--- src/rtl/nav_pkg.sv ---
// Shared types and speed constants for the navigation sequencer.
// States of the motion FSM plus default forward-speed profile.
package nav_pkg;

  typedef enum logic [2:0] {
    IDLE,
    HEADING,
    RAMP_UP,
    RAMP_DOWN,
    DECEL_FAST
  } nav_state_t;

  localparam logic [10:0] MIN_FRWRD = 11'h0D0;
  localparam logic [10:0] MAX_FRWRD = 11'h2A0;
  localparam logic [5:0]  FRWRD_INC = 6'h18;

endpackage

--- src/rtl/spd_ramp.sv ---
// Forward-speed register with saturating ramp steps taken on hdng_vld.
// Ports: clk, rst_n (sync, active-low), step controls in, frwrd_spd out.
module spd_ramp
  import nav_pkg::*;
(
  input  logic        clk,
  input  logic        rst_n,
  input  logic        load_min,
  input  logic        inc,
  input  logic        dec,
  input  logic        dec_fast,
  input  logic        clr,
  input  logic        hdng_vld,
  output logic [10:0] frwrd_spd
);

  logic [10:0]        spd_q;
  logic [10:0]        spd_d;
  logic [11:0]        sum;
  logic [11:0]        step;
  logic signed [11:0] diff;

  always_comb begin
    step = dec_fast ? {4'b0, FRWRD_INC, 2'b0}
                    : {5'b0, FRWRD_INC, 1'b0};
    sum  = {1'b0, spd_q} + {6'b0, FRWRD_INC};
    diff = $signed({1'b0, spd_q}) - $signed(step);
    spd_d = spd_q;
    if (clr) begin
      spd_d = '0;
    end else if (load_min) begin
      spd_d = MIN_FRWRD;
    end else if (hdng_vld) begin
      if (inc) begin
        spd_d = (sum > {1'b0, MAX_FRWRD}) ? MAX_FRWRD
                                          : sum[10:0];
      end else if (dec | dec_fast) begin
        // negative result means we overshot zero
        spd_d = diff[11] ? '0 : diff[10:0];
      end
    end
  end

  always_ff @(posedge clk) begin
    if (!rst_n) begin
      spd_q <= '0;
    end else begin
      spd_q <= spd_d;
    end
  end

  assign frwrd_spd = spd_q;

endmodule

--- src/rtl/navigate_ctrl.sv ---
// Motion sequencer feeding moving/frwrd_spd to the heading PID.
// Ports: commands, wall/opening sensors in; moving, speed, fusion, done out.
module navigate_ctrl
  import nav_pkg::*;
(
  input  logic        clk,
  input  logic        rst_n,
  input  logic        strt_hdng,
  input  logic        strt_mv,
  input  logic        stp_lft,
  input  logic        stp_rght,
  input  logic        hdng_vld,
  input  logic        at_hdng,
  input  logic        lft_opn,
  input  logic        rght_opn,
  input  logic        frwrd_opn,
  output logic        moving,
  output logic [10:0] frwrd_spd,
  output logic        en_fusion,
  output logic        mv_cmplt
);

  nav_state_t state_q, state_d;
  logic moving_q, moving_d;
  logic mv_cmplt_q, mv_cmplt_d;
  logic en_fusion_q, en_fusion_d;
  logic stp_lft_q, stp_lft_d;
  logic stp_rght_q, stp_rght_d;
  logic lft_opn_q, lft_opn_d;
  logic rght_opn_q, rght_opn_d;
  logic load_min, inc, dec, dec_fast, clr;
  logic opn_edge;
  logic [10:0] spd;

  spd_ramp u_ramp (
    .clk      (clk),
    .rst_n    (rst_n),
    .load_min (load_min),
    .inc      (inc),
    .dec      (dec),
    .dec_fast (dec_fast),
    .clr      (clr),
    .hdng_vld (hdng_vld),
    .frwrd_spd(spd)
  );

  // edge taken on the raw opening so one present at
  // strt_mv cannot look like a fresh opening
  assign opn_edge =
    (lft_opn & ~lft_opn_q & stp_lft_q) |
    (rght_opn & ~rght_opn_q & stp_rght_q);

  always_comb begin
    state_d     = state_q;
    moving_d    = moving_q;
    mv_cmplt_d  = 1'b0;
    en_fusion_d = spd > (MAX_FRWRD >> 1);
    stp_lft_d   = stp_lft_q;
    stp_rght_d  = stp_rght_q;
    lft_opn_d   = lft_opn;
    rght_opn_d  = rght_opn;
    load_min    = 1'b0;
    inc         = 1'b0;
    dec         = 1'b0;
    dec_fast    = 1'b0;
    clr         = 1'b0;
    unique case (state_q)
      IDLE: begin
        clr      = 1'b1;
        moving_d = 1'b0;
        if (strt_hdng) begin
          state_d  = HEADING;
          moving_d = 1'b1;
        end else if (strt_mv) begin
          if (frwrd_opn) begin
            state_d    = RAMP_UP;
            moving_d   = 1'b1;
            clr        = 1'b0;
            load_min   = 1'b1;
            stp_lft_d  = stp_lft;
            stp_rght_d = stp_rght;
          end else begin
            mv_cmplt_d = 1'b1;
          end
        end
      end
      HEADING: begin
        if (at_hdng & hdng_vld) begin
          state_d    = IDLE;
          moving_d   = 1'b0;
          mv_cmplt_d = 1'b1;
        end
      end
      RAMP_UP: begin
        inc = 1'b1;
        if (!frwrd_opn) begin
          state_d = DECEL_FAST;
        end else if (opn_edge) begin
          state_d = RAMP_DOWN;
        end
      end
      RAMP_DOWN: begin
        dec = 1'b1;
        if (spd == '0) begin
          state_d    = IDLE;
          moving_d   = 1'b0;
          mv_cmplt_d = 1'b1;
        end else if (!frwrd_opn) begin
          state_d = DECEL_FAST;
        end
      end
      DECEL_FAST: begin
        dec_fast = 1'b1;
        if (spd == '0) begin
          state_d    = IDLE;
          moving_d   = 1'b0;
          mv_cmplt_d = 1'b1;
        end
      end
      default: begin
        state_d  = IDLE;
        moving_d = 1'b0;
      end
    endcase
  end

  always_ff @(posedge clk) begin
    if (!rst_n) begin
      state_q     <= IDLE;
      moving_q    <= 1'b0;
      mv_cmplt_q  <= 1'b0;
      en_fusion_q <= 1'b0;
      stp_lft_q   <= 1'b0;
      stp_rght_q  <= 1'b0;
      lft_opn_q   <= 1'b0;
      rght_opn_q  <= 1'b0;
    end else begin
      state_q     <= state_d;
      moving_q    <= moving_d;
      mv_cmplt_q  <= mv_cmplt_d;
      en_fusion_q <= en_fusion_d;
      stp_lft_q   <= stp_lft_d;
      stp_rght_q  <= stp_rght_d;
      lft_opn_q   <= lft_opn_d;
      rght_opn_q  <= rght_opn_d;
    end
  end

  assign moving    = moving_q;
  assign frwrd_spd = spd;
  assign en_fusion = en_fusion_q;
  assign mv_cmplt  = mv_cmplt_q;

endmodule

--- config.mk ---
export PLATFORM = sky130hd
export DESIGN_NAME = navigate_ctrl
export DESIGN_NICKNAME = d
export VERILOG_FILES = /design/src/rtl/nav_pkg.sv /design/src/rtl/spd_ramp.sv /design/src/rtl/navigate_ctrl.sv
export SDC_FILE = /design/constraint.sdc
export NUM_CORES = 1
export LEC_CHECK = 0
export BUFFER_PORTS_ARGS = -buffer_cell sky130_fd_sc_hd__clkbuf_2
export CAP_MARGIN = 20
export CORE_MARGIN = 5
export CORE_UTILIZATION = 50
export DETAILED_ROUTE_END_ITERATION = 6
export GPL_ROUTABILITY_DRIVEN = 0
export MAX_ROUTING_LAYER = met4
export PLACE_DENSITY = 0.81
export SLEW_MARGIN = 20
export SYNTH_ARGS = -nofsm -noshare
export SYNTH_HDL_FRONTEND = slang
export SYNTH_SLANG_ARGS = --single-unit
--- constraint.sdc ---
create_clock -name clk -period 6.55 [get_ports clk]
set_input_delay 1.31 -clock clk [delete_from_list [all_inputs] [get_ports clk]]
set_output_delay 1.31 -clock clk [all_outputs]
set_load 0.02 [all_outputs]
==> qor.yml <==
synthesis:
  synthesis.nets: 210
  synth-edff-count: 0
  ys_types: 59
  synthFlopType: "dfxtp_1"
  yosys-top-cells-area: "dfxtp_1 (27%), a21oi_1 (5.1%), nor2_1 (4.8%)"
  synth-seq-cells: 21
  avgSynthCellArea_um2: 8.11
  synth_cells: 194
  yosysMostFrequentCell: "dfxtp_1"
  ys_top_cells_by_count: "dfxtp_1 (21), nor2_1 (20), a21oi_1 (16)"
  yosys.area.top_type: "dfxtp_1"
  yosys_warnings: 0
  netlist_area_um2: 1570
  ys_seq_area_frac: 0.267
  ys_async_sr_fraction: 0
  netlist.area_leader.share: 0.267
global_routing:
  grt_overflow_total: 0
  grt_pass1_wl_um: 6400
  grt_pass1_vias: 1399
  grt_max_degree: 18
  antenna_found_initial: 0
  grt_usage: 0.188
sta:
  finalCritPeriodShare: 0.397
  fin_crit_ns: 2.60
  fin_tns_setup_ns: 0
  max_clock_freq_mhz: 385
  hold_ws_ns: 0.489
  skew_ns: 0.00513
  final_hold_viol_count: 0
  worst_slew_pin_slew_ns: 0.646
  drv_slew: 0
  relSlewSlack: 0.566
  setup_viol: 0
  rsz0062_at_grt: "no"
cts:
  clk_pin_slew_ns: 0.12
  clock_sinks: 21
  clock_latency_ns: 0.32
  cts_resized: 0
  cts_tree: "built"
  cts_buffers: 3
  htree_levels: 1
  clockRootBuffer: "clkbuf_4"
  postCtsSetupBuffers: 0
  cts_hold_buffers: 0
  cts_buffer_depth: 2
floorplanning:
  ios: 25
  start_util: 0.520
  core_um2: 3030
  rows: 20
  die_y_um: 66.1
  die-area_um2: 4370
  chipWidth_um: 66.1
critical_path:
  cp.arrival_ns: 1.29
  worstPathRequired_ns: 5.24
  startpoint_type: "register"
  crit_family: "flip-flops"
  cpPeakStageDelay_ns: 0.70
  path_class: "reg2out"
  path_cells: "clkbuf_2"
  cp_num_buf_inv: 1
  cp_slowest_cell: "dfxtp_1"
  cp-end-kind: "output pin"
  crit_fanout: 17
cells_and_area:
  final_nets: 229
  final_cell_count_no_fill: 256
  syn_to_final_growth_pct: 9.06
  drive_gt1_frac: 0.189
  diodes: 0
outcome:
  status: "complete, no violations"
drt:
  via_count: 1547
  drt_iter0_drc: 252
  routed_wl_um: 3760
  firstDrtPassIters: 4
  drc: 0
  vias_per_cell: 6.04
  routedWlPerCell_um: 14.7
  ant_nets: 0
job:
  maxCapViolCount: 0
worst_hold_path:
  hold_path_class: "reg2reg"
placement:
  dp_hpwl_um: 2780
  numPortBuffers: 24
  placed_cells: 252
power_and_ir_drop:
  ir_drop_mv: 0.198
  power.leakage_nw: 0.690
  powerDensity_nw_per_um2: 301
## final timing paths
| path | startpoint | end | slack (ns) | cells after the start |
|---|---|---|---|---|
| worst min register to register | u_ramp.frwrd_spd[0] | u_ramp.frwrd_spd[0] | 0.49 | 2 |
| worst min-delay path | u_ramp.frwrd_spd[0] | u_ramp.frwrd_spd[0] | 0.49 | 2 |
| worst max register to register | state_q[0] | u_ramp.frwrd_spd[2] | 4.00 | 8 |
| worst max-delay path | u_ramp.frwrd_spd[7] | frwrd_spd[7] | 3.95 | 1 |
## through the flow
step	utilization	cell area [µm²]	power (mW)	setup slack, ns
global route	0.567	1720	0.555	3.81
CTS	0.567	1720	0.513	3.96
floorplan	-	1570	0.387	4.13
finish	0.567	1720	0.517	3.95
detailed placement	0.557	1690	0.446	3.90
global placement	0.557	1690	0.443	3.93
## final cells by class
| type | count | area [µm²] |
|---|---|---|
| clock buffers | 3 | 22.5 |
| clock inverters | 1 | 7.51 |
| fillers | 289 | 1310 |
| inverters | 7 | 26.3 |
| multi-input cells | 156 | 1060 |
| flip-flops and latches | 21 | 420 |
| well taps | 44 | 55.1 |
| repair buffers | 24 | 120 |
## state kept, by name (all words and copies together) (netlist names)
register / count
en_fusion: 1
lft_opn_q: 1
moving: 1
mv_cmplt: 1
rght_opn_q: 1
state_q: 3
stp_lft_q: 1
stp_rght_q: 1
u_ramp.frwrd_spd: 11
## placed cells by master (no fill, tap or decap), types with 2 or more instances in the layout
| master | n |
|---|---|
| nand3b_1 | 3 |
| o22ai_1 | 2 |
| nor3b_4 | 2 |
| a21oi_1 | 16 |
| o21a_1 | 2 |
| dfxtp_1 | 21 |
| a22oi_1 | 2 |
| nor3_1 | 7 |
| nand4b_1 | 3 |
| and3b_1 | 2 |
| nand2_1 | 13 |
| o31ai_1 | 6 |
| and2_1 | 3 |
| inv_1 | 7 |
| xnor2_1 | 3 |
| clkbuf_2 | 24 |
| a211oi_1 | 4 |
| ha_1 | 5 |
| nand3_1 | 5 |
| o21ai_0 | 8 |
| o211ai_1 | 3 |
| and3_1 | 4 |
| nand2b_1 | 2 |
| nand4_1 | 2 |
| clkbuf_4 | 3 |
| nor2_1 | 20 |
| a31oi_1 | 7 |
| mux2i_1 | 4 |
## logic make-up after synthesis
group / count (synthesis) / synth area share
AO/OA/AOI/OAI: 63 / 0.271
XOR/XNOR: 4 / 0.0223
adder cells (fa/ha/maj): 5 / 0.0397
buffers and inverters: 17 / 0.0564
flip-flops: 21 / 0.267
multiplexers: 5 / 0.0342
AND/OR/NAND/NOR: 79 / 0.309
## layer usage
metal / global-route usage / routed length (µm) / vias up / part of all wire
li1: - / - / 771 / -
met5: - / 0 / - / 0
met2: 0.274 / 1640 / 71 / 0.44
met1: 0.265 / 1820 / 701 / 0.48
met3: 0.0493 / 273 / 4 / 0.073
met4: 0.0330 / 19 / 0 / 0.0051
## power by group
group          switching, mW  internal (mW)
clock                 0.0438         0.0234
sequential            0.0454          0.145
combinational          0.161         0.0990
total                  0.250          0.268
Note: power is estimated with default switching activity, not from simulation.
